## src/rtl/data_mem_arbiter_pkg.sv

```systemverilog
// Shared types for the data-memory arbiter: grant FSM states and requester id.
package data_mem_arb_pkg;

  typedef enum logic [1:0] {
    FREE = 2'd0,
    OWN0 = 2'd1,
    OWN1 = 2'd2
  } arb_state_t;

  typedef logic req_id_t;

  localparam int DEFAULT_MAX_LOCK = 16;

endpackage

```

## src/rtl/data_mem_arbiter_if.sv

```systemverilog
// One requester port of the data-memory arbiter: access request plus registered read response.
interface data_mem_arbiter_if #(
  parameter int ADDR_W = 8,
  parameter int DATA_W = 8
);
  logic              valid;
  logic              we;
  logic              lock;
  logic [ADDR_W-1:0] addr;
  logic [DATA_W-1:0] wdata;
  logic              ready;
  logic              rsp_valid;
  logic [DATA_W-1:0] rsp_rdata;

  modport master (
    output valid, we, lock, addr, wdata,
    input  ready, rsp_valid, rsp_rdata
  );

  modport slave (
    input  valid, we, lock, addr, wdata,
    output ready, rsp_valid, rsp_rdata
  );
endinterface

```

## src/rtl/data_mem_arbiter_rr_pick2.sv

```systemverilog
// Two-way round-robin picker: a lone requester wins, on conflict the one not served last wins.
module rr_pick2
  import data_mem_arb_pkg::*;
(
  input  logic [1:0] valid,
  input  req_id_t    last,
  output logic [1:0] gnt
);
  always_comb begin
    gnt = 2'b00;
    case (valid)
      2'b01:   gnt = 2'b01;
      2'b10:   gnt = 2'b10;
      2'b11:   gnt = (last == 1'b0) ? 2'b10 : 2'b01;
      default: gnt = 2'b00;
    endcase
  end
endmodule

```

## src/rtl/data_mem_arbiter.sv

```systemverilog
// Shares one single-port data memory between the CPU port (req0) and the debug/DMA
// port (req1): combinational round-robin grant, bounded lock, registered read response.
module data_mem_arbiter
  import data_mem_arb_pkg::*;
#(
  parameter int ADDR_W   = 8,
  parameter int DATA_W   = 8,
  parameter int MAX_LOCK = DEFAULT_MAX_LOCK
) (
  input  logic              CLK,
  input  logic              RST_N,
  data_mem_arbiter_if.slave req0,
  data_mem_arbiter_if.slave req1,
  output logic              lock_err,
  output logic [ADDR_W-1:0] mem_addr,
  output logic [DATA_W-1:0] mem_wdata,
  output logic              mem_op,
  input  logic [DATA_W-1:0] mem_rdata
);
  localparam logic [7:0] CNT_LAST = 8'(MAX_LOCK - 1);

  arb_state_t        state;
  req_id_t           last;
  logic [7:0]        lock_cnt;
  logic [1:0]        valid;
  logic [1:0]        pick;
  logic [1:0]        gnt;
  logic              rd0;
  logic              rd1;
  logic              rsp0_vld_p1;
  logic              rsp1_vld_p1;
  logic [DATA_W-1:0] rsp0_data_p1;
  logic [DATA_W-1:0] rsp1_data_p1;

  assign valid = {req1.valid, req0.valid};

  rr_pick2 u_pick (
    .valid (valid),
    .last  (last),
    .gnt   (pick)
  );

  // Grant is combinational; reset forces it low so the memory is never written in reset.
  always_comb begin
    gnt = 2'b00;
    case (state)
      FREE:    gnt = pick;
      OWN0:    gnt = {1'b0, req0.valid};
      OWN1:    gnt = {req1.valid, 1'b0};
      default: gnt = 2'b00;
    endcase
    if (!RST_N) gnt = 2'b00;
  end

  assign req0.ready = gnt[0];
  assign req1.ready = gnt[1];
  assign mem_addr   = gnt[1] ? req1.addr  : req0.addr;
  assign mem_wdata  = gnt[1] ? req1.wdata : req0.wdata;
  assign mem_op     = (gnt[0] & req0.we) | (gnt[1] & req1.we);
  assign rd0        = gnt[0] & ~req0.we;
  assign rd1        = gnt[1] & ~req1.we;

  // p0 -> p1: accept cycle to response cycle
  always_ff @(posedge CLK or negedge RST_N) begin
    if (!RST_N) begin
      state        <= FREE;
      last         <= 1'b1;
      lock_cnt     <= 8'd0;
      lock_err     <= 1'b0;
      rsp0_vld_p1  <= 1'b0;
      rsp1_vld_p1  <= 1'b0;
      rsp0_data_p1 <= '0;
      rsp1_data_p1 <= '0;
    end else begin
      lock_err    <= 1'b0;
      rsp0_vld_p1 <= rd0;
      rsp1_vld_p1 <= rd1;
      if (rd0) rsp0_data_p1 <= mem_rdata;
      if (rd1) rsp1_data_p1 <= mem_rdata;
      if (gnt[0])      last <= 1'b0;
      else if (gnt[1]) last <= 1'b1;

      case (state)
        FREE: begin
          lock_cnt <= 8'd0;
          if (gnt[0] && req0.lock)      state <= OWN0;
          else if (gnt[1] && req1.lock) state <= OWN1;
        end
        OWN0: begin
          lock_cnt <= lock_cnt + 8'd1;
          if (!req0.lock) begin
            state <= FREE;
          end else if (lock_cnt == CNT_LAST) begin
            // Owner overstayed: the final cycle was served, now hand the memory back.
            state    <= FREE;
            lock_err <= 1'b1;
            last     <= 1'b0;
          end
        end
        OWN1: begin
          lock_cnt <= lock_cnt + 8'd1;
          if (!req1.lock) begin
            state <= FREE;
          end else if (lock_cnt == CNT_LAST) begin
            state    <= FREE;
            lock_err <= 1'b1;
            last     <= 1'b1;
          end
        end
        default: state <= FREE;
      endcase
    end
  end

  assign req0.rsp_valid = rsp0_vld_p1;
  assign req1.rsp_valid = rsp1_vld_p1;
  assign req0.rsp_rdata = rsp0_data_p1;
  assign req1.rsp_rdata = rsp1_data_p1;

endmodule

```

## src/flat_wrapper.sv

```systemverilog
// flat-port wrapper written by rule: the top's interface ports become plain ports
module data_mem_arbiter_flat import data_mem_arb_pkg::*;
#(
  parameter int ADDR_W   = 8,
  parameter int DATA_W   = 8,
  parameter int MAX_LOCK = DEFAULT_MAX_LOCK
)
  (CLK, RST_N, lock_err, mem_addr, mem_wdata, mem_op, mem_rdata, req0_valid, req0_we, req0_lock, req0_addr, req0_wdata, req0_ready, req0_rsp_valid, req0_rsp_rdata, req1_valid, req1_we, req1_lock, req1_addr, req1_wdata, req1_ready, req1_rsp_valid, req1_rsp_rdata);
  data_mem_arbiter_if #(.ADDR_W(ADDR_W), .DATA_W(DATA_W)) req0_i ();
  data_mem_arbiter_if #(.ADDR_W(ADDR_W), .DATA_W(DATA_W)) req1_i ();
  input  logic CLK;
  input  logic RST_N;
  output logic lock_err;
  output logic [ADDR_W-1:0] mem_addr;
  output logic [DATA_W-1:0] mem_wdata;
  output logic mem_op;
  input  logic [DATA_W-1:0] mem_rdata;
  input wire logic [$bits(req0_i.valid)-1:0] req0_valid;
  input wire logic [$bits(req0_i.we)-1:0] req0_we;
  input wire logic [$bits(req0_i.lock)-1:0] req0_lock;
  input wire logic [$bits(req0_i.addr)-1:0] req0_addr;
  input wire logic [$bits(req0_i.wdata)-1:0] req0_wdata;
  output wire logic [$bits(req0_i.ready)-1:0] req0_ready;
  output wire logic [$bits(req0_i.rsp_valid)-1:0] req0_rsp_valid;
  output wire logic [$bits(req0_i.rsp_rdata)-1:0] req0_rsp_rdata;
  input wire logic [$bits(req1_i.valid)-1:0] req1_valid;
  input wire logic [$bits(req1_i.we)-1:0] req1_we;
  input wire logic [$bits(req1_i.lock)-1:0] req1_lock;
  input wire logic [$bits(req1_i.addr)-1:0] req1_addr;
  input wire logic [$bits(req1_i.wdata)-1:0] req1_wdata;
  output wire logic [$bits(req1_i.ready)-1:0] req1_ready;
  output wire logic [$bits(req1_i.rsp_valid)-1:0] req1_rsp_valid;
  output wire logic [$bits(req1_i.rsp_rdata)-1:0] req1_rsp_rdata;
  assign req0_i.valid = req0_valid;
  assign req0_i.we = req0_we;
  assign req0_i.lock = req0_lock;
  assign req0_i.addr = req0_addr;
  assign req0_i.wdata = req0_wdata;
  assign req0_ready = req0_i.ready;
  assign req0_rsp_valid = req0_i.rsp_valid;
  assign req0_rsp_rdata = req0_i.rsp_rdata;
  assign req1_i.valid = req1_valid;
  assign req1_i.we = req1_we;
  assign req1_i.lock = req1_lock;
  assign req1_i.addr = req1_addr;
  assign req1_i.wdata = req1_wdata;
  assign req1_ready = req1_i.ready;
  assign req1_rsp_valid = req1_i.rsp_valid;
  assign req1_rsp_rdata = req1_i.rsp_rdata;
  data_mem_arbiter #(.ADDR_W(ADDR_W), .DATA_W(DATA_W), .MAX_LOCK(MAX_LOCK)) u_core (.CLK(CLK), .RST_N(RST_N), .req0(req0_i), .req1(req1_i), .lock_err(lock_err), .mem_addr(mem_addr), .mem_wdata(mem_wdata), .mem_op(mem_op), .mem_rdata(mem_rdata));
endmodule
```

## config.mk

```make
export PLATFORM = sky130hd
export DESIGN_NAME = data_mem_arbiter_flat
export DESIGN_NICKNAME = d
export VERILOG_FILES = /design/src/rtl/data_mem_arbiter_pkg.sv /design/src/rtl/data_mem_arbiter_if.sv /design/src/rtl/data_mem_arbiter_rr_pick2.sv /design/src/rtl/data_mem_arbiter.sv /design/src/flat_wrapper.sv
export SDC_FILE = /design/constraint.sdc
export NUM_CORES = 1
export LEC_CHECK = 0
export ABC_AREA = 0
export BUFFER_PORTS_ARGS = -buffer_cell sky130_fd_sc_hd__buf_4
export CAP_MARGIN = 25
export CELL_PAD_IN_SITES_DETAIL_PLACEMENT = 2
export CELL_PAD_IN_SITES_GLOBAL_PLACEMENT = 2
export CORE_MARGIN = 5
export CORE_UTILIZATION = 24
export CTS_BUF_LIST = sky130_fd_sc_hd__clkbuf_4 sky130_fd_sc_hd__clkbuf_8 sky130_fd_sc_hd__clkbuf_16
export DETAILED_ROUTE_END_ITERATION = 7
export PLACE_DENSITY = 0.83
export SKIP_CTS_REPAIR_TIMING = 1
export SYNTH_ARGS = -nofsm -noshare
export SYNTH_HDL_FRONTEND = slang
export SYNTH_SLANG_ARGS = --single-unit
```

## constraint.sdc

```tcl
create_clock -name CLK -period 2.2 [get_ports CLK]
set_clock_uncertainty 0.05 [all_clocks]
set_input_delay 0.44 -clock CLK [delete_from_list [all_inputs] [get_ports CLK]]
set_output_delay 0.44 -clock CLK [all_outputs]
set_load 0.01 [all_outputs]
```

### Word level (Yosys, flattened, before mapping)

Index checks and enable logic that the tools add are counted.
W data, S select, Z words.

| cells by class | value |
|---|---|
| $add $sub $neg | 1 |
| equal/unequal tests | 7 |
| mux-type cells | 24 |
| bitwise logic cells | 7 |
| reductions and logical operators | 5 |

Operator list:

| cell | number |
|---|---|
| $pmux W2 S3 | 3 |
| $mux W8 | 2 |
| $pmux W8 S2 | 1 |
| $mux W2 | 7 |
| $mux W1 | 9 |
| $add A8 B1 Y8 const B | 1 |
| $eq A8 B4 Y1 const B | 1 |
| $eq A2 B2 Y1 const B | 3 |
| $and A1 B1 Y1 | 4 |
| $eq A2 B1 Y1 const B | 2 |
| $pmux W1 S2 | 2 |
| $ne A3 B1 Y1 const B | 1 |
| $logic_and A1 B1 Y1 | 2 |
| $logic_not A2 Y1 | 1 |
| $not A1 Y1 | 2 |
| $reduce_bool A2 Y1 | 1 |
| $reduce_or A2 Y1 | 1 |
| $or A1 B1 Y1 | 1 |

| storage, ports and cells | value |
|---|---|
| register bits | 30 |
| input port bits | 48 |
| word-level logic and storage cells | 52 |

### Longest topological paths before layout

| logic depth | value |
|---|---|
| word-level depth | 9 |
| mapped depth | 10 |

### Modules after synthesis

From an unflattened synthesis, not the netlist that was laid out.

| second synthesis, totals | value |
|---|---|
| cells, all modules | 142 |
| area, all modules | 1647.8 µm² |

Modules (own cells, without submodules):

| module | times used | cells an instance | area each (µm²) | seq. area each (µm²) |
|---|---|---|---|---|
| data_mem_arbiter | 1 | 139 | 1629.1 | 752.0 |
| rr_pick2 | 1 | 3 | 18.8 | 0.0 |

### Worst setup path after synthesis

No wires, ideal clock.

| path | value |
|---|---|
| path type | flip-flop to output port |
| from | register u_core.state[0] |
| to | output mem_addr[0] |
| data arrival time | 1.557 ns |
| slack | 0.153 ns |
| stages on the path, launching flop included | 9 |
| path buffers | 1 |
| path through | dfrtp_1 inv_1 ha_1 a21boi_1 o21ai_2 inv_2 buf_2 nand2_1 nand2_1 |

| between the ends | value |
|---|---|
| word-level cells in the longest chain between the ends | 4 |
| elaborated cells on any way between the ends | 6 |
| those cells by class | 2 x eq/ne; 3 x mux; 1 x reduce/logical |

Ends and longest elaborated chain:

| item | RTL line | source |
|---|---|---|
| start, declared | data_mem_arbiter.sv:22 | `arb_state_t state;` |
| start signal, assigned | data_mem_arbiter.sv:66 | `state <= FREE;` |
| start signal, assigned | data_mem_arbiter.sv:86 | `if (gnt[0] && req0.lock) state <= OWN0;` |
| start signal, assigned | data_mem_arbiter.sv:87 | `else if (gnt[1] && req1.lock) state <= OWN1;` |
| $eq A2 B2 Y1 (tied with other cells) | data_mem_arbiter.sv:46 | `case (state)` |
| $pmux W2 S3 * | data_mem_arbiter.sv:46 |  |
| $mux W2 * | data_mem_arbiter.sv:52 | `if (!RST_N) gnt = 2'b00;` |
| via req1_ready | flat_wrapper.sv:31 | `output wire logic [$bits(req1_i.ready)-1:0] req1_ready;` |
| $mux W8 * | data_mem_arbiter.sv:57 | `assign mem_addr = gnt[1] ? req1.addr : req0.addr;` |
| end, declared | flat_wrapper.sv:14 | `output logic [ADDR_W-1:0] mem_addr;` |

The timed path passes the listed nets; every way through them passes the cells marked *.

### Worst setup path in the final report

| path | value |
|---|---|
| from | register u_core.state[0] |
| to | output mem_addr[4] |

| between the ends | value |
|---|---|
| word-level cells in the longest chain between the ends | 4 |
| elaborated cells on any way between the ends | 6 |
| those cells by class | 2 x eq/ne; 3 x mux; 1 x reduce/logical |

Ends and longest elaborated chain:

| item | RTL line |
|---|---|
| $eq A2 B2 Y1 (tied with other cells) | data_mem_arbiter.sv:46 |
| $pmux W2 S3 * | data_mem_arbiter.sv:46 |
| $mux W2 * | data_mem_arbiter.sv:52 |
| $mux W8 * | data_mem_arbiter.sv:57 |

Mark *: on every way between the ends. The rest lies on a longest branch, timed or not.

==> impl_metrics.env <==
export IMPL_via_per_inst=4.705
export IMPL_antenna_left=0
export IMPL_synth_yosys_seq_area_share_pct=46.27
export IMPL_yosys_warnings=0
export IMPL_cp_end_kind="primary output"
export IMPL_rows=30
export IMPL_relSlewSlack_pct=73.80
export IMPL_syn_area_sq_mm=0.001625
export IMPL_setup_tns_final_ns=-2.169
export IMPL_first_global_vias=1875
export IMPL_power_density_mw_per_mm2=1091
export IMPL_ys_async_sr_fraction_pct=100.0
export IMPL_gp_congestion=0.6981
export IMPL_layout_cells_non_filler=376
export IMPL_grt_max_degree=31
export IMPL_drv_cap=0
export IMPL_io_buffer_count=85
export IMPL_yosysMostFrequentCell="nand2_1"
export IMPL_grt_overflow_total=0
export IMPL_vias=1769
export IMPL_cts_sinks=30
export IMPL_crit_chain="buf_6, ha_4, and3b_2, o21ai_4, clkinv_4, buf_8, nand2_2, nand2_2, buf_6"
export IMPL_dr_pass1_iters=3
export IMPL_place_ws_ns=0.07648
export IMPL_syn_nets=239
export IMPL_path_max_fanout=8
export IMPL_maxSlewViolCount=0
export IMPL_avgSynthCellArea_sq_um=8.738
export IMPL_cts_htree_levels=2
export IMPL_synth_seq_cells=30
export IMPL_start_kind="register"
export IMPL_path_buf_inv=4
export IMPL_synth_commonest_cells="80 x nand2_1, 29 x dfrtp_1, 8 x mux2_2"
export IMPL_die_area_sq_mm=0.008517
export IMPL_drt_initial_drc_count=28
export IMPL_synth_area_leaders="dfrtp_1 45%, nand2_1 18%, mux2_2 5.5%"
export IMPL_final_area_sq_mm=0.002815
export IMPL_p_total_mw=3.071
export IMPL_holdWs_ns=0.1829
export IMPL_yosysTopAreaCell="dfrtp_1"
export IMPL_synth_flop_cell="dfrtp_1"
export IMPL_finalCritPeriodShare_pct=106.8
export IMPL_synth_top_cell_area_share_pct=44.65
export IMPL_antenna_found_initial=0
export IMPL_hold_violations=0
export IMPL_critical_path_top_delay_family="buffers and inverters"
export IMPL_clk_path_buf_depth=2
export IMPL_area_delta_synth_final_pct=73.21
export IMPL_initial_core_util_pct=24.33
export IMPL_max_freq_ghz=0.4257
export IMPL_synth_edf_count=0
export IMPL_clockRootBuffer="clkbuf_8"
export IMPL_worst_pin_slew_ns=0.3930
export IMPL_hold_path_class="input port to async pin"
export IMPL_final_util_pct=42.13
export IMPL_diodes=0
export IMPL_ir_drop_mv=0.4382
export IMPL_core_sq_mm=0.006681
export IMPL_cts_tree="yes"
export IMPL_totalWireLength_mm=6.741
export IMPL_setup_viol=19
export IMPL_syn_inst=186
export IMPL_leakagePower_nw=1.462
export IMPL_failed_checks="negative setup slack"
export IMPL_rsz0062_at_grt="true"
export IMPL_die_width_um=92.29
export IMPL_grt_pass1_wl_mm=9.508
export IMPL_place_hpwl_mm=4.854
export IMPL_crit_arrival_ns=1.86
export IMPL_place_inst=355
export IMPL_placedInstanceArea_sq_mm=0.002399
export IMPL_ioPinCount=86
export IMPL_synthDistinctLibCells=39
export IMPL_nNetsFinal=349
export IMPL_fin_crit_ns=2.349
export IMPL_register_area_sq_um=752.0
export IMPL_drc=0
export IMPL_finalWorstSetupSlack_ns=-0.1491
export IMPL_multi_input_area_sq_um=929.6
export IMPL_die_y_um=92.29
export IMPL_clkLatencyLatePin_ns=0.27
export IMPL_wl_per_cell_um=17.93
export IMPL_globalRouteTotalUtil_pct=14.01
export IMPL_nFillCells=747
export IMPL_critical_path_max_stage_delay_ns=0.43
export IMPL_critPathKind="register to primary output"
export IMPL_cts_inserted_buffers=5
export IMPL_crit_required_ns=1.71
export IMPL_slowest_stage="dfrtp_1"
export IMPL_outcome="finished with violations"
export IMPL_cts_clk_slew_worst_paths_ns=0.07
export IMPL_drive_above_1_share_pct=53.72
-- worst paths after layout --
path / startpoint / slack, ns / endpoint / cells after the start
setup / recovery: u_core.state[0] / -0.15 / mem_addr[4] / 9
hold / removal: RST_N / 0.18 / u_core.req0.rsp_rdata[3] / 2
setup reg to reg: u_core.state[0] / 0.11 / u_core.req1.rsp_rdata[1] / 11
hold reg to reg: u_core.req1.rsp_rdata[7] / 0.43 / u_core.req1.rsp_rdata[7] / 2
max in group asynchronous: RST_N / 1.60 / u_core.last / 2
min in group CLK: mem_rdata[6] / 0.32 / u_core.req1.rsp_rdata[6] / 3
-- logic make-up (layout without fill, tap and decap cells) --
group	after synthesis	count (layout)	share of synthesized area, %
AND/OR/NAND/NOR	104	104	27.33
adder cells (fa/ha/maj)	5	5	3.849
buffers and inverters	10	120	3.310
XOR/XNOR	2	2	1.078
multiplexers	9	9	6.159
flip-flops	30	30	46.27
AO/OA/AOI/OAI	26	26	12.01
-- cell type report --
| class | count | area share [%] |
|---|---|---|
| clock inverters | 1 | 1.067 |
| flip-flops and latches | 30 | 26.71 |
| repair buffers | 108 | 31.78 |
| inverters | 5 | 0.9333 |
| well taps | 80 | 3.556 |
| clock buffers | 6 | 2.933 |
| multi-input cells | 146 | 33.02 |
-- flip-flops by register name, summed over array words and instances (netlist names) --
| name | cells |
|---|---|
| u_core.lock_cnt | 8 |
| u_core.req1.rsp_valid | 1 |
| u_core.req1.rsp_rdata | 8 |
| u_core.last | 1 |
| u_core.req0.rsp_rdata | 8 |
| u_core.lock_err | 1 |
| u_core.state | 2 |
| u_core.req0.rsp_valid | 1 |
-- per-layer routing --
layer	wire length, um	GRT usage, %	vias to the layer above
li1	-	-	834
met1	2634	16.57	869
met2	3698	25.06	64
met3	377	3.412	2
met4	31	4.084	0
met5	0	0	-
-- cells in the final DEF (no fill, tap or decap), types with 2 or more instances in the layout --
| master | n |
|---|---|
| o32ai_1 | 2 |
| nand2b_1 | 2 |
| a21o_1 | 3 |
| a22o_1 | 3 |
| nand2_2 | 18 |
| buf_6 | 17 |
| o21ai_0 | 5 |
| o31ai_1 | 2 |
| nand3_1 | 3 |
| ha_4 | 2 |
| dfrtp_1 | 29 |
| inv_1 | 2 |
| buf_4 | 89 |
| nor2b_1 | 4 |
| mux2_2 | 8 |
| ha_1 | 3 |
| clkbuf_8 | 6 |
| nor2_1 | 6 |
| nor2_2 | 2 |
| nand2_4 | 2 |
| or4_1 | 2 |
| nand2_1 | 60 |
-- power breakdown --
part	internal [mW]	switching, mW
registers	0.744	0.131
logic	0.849	0.788
clock network	0.362	0.197
Note: power is estimated with default switching activity, not from simulation.
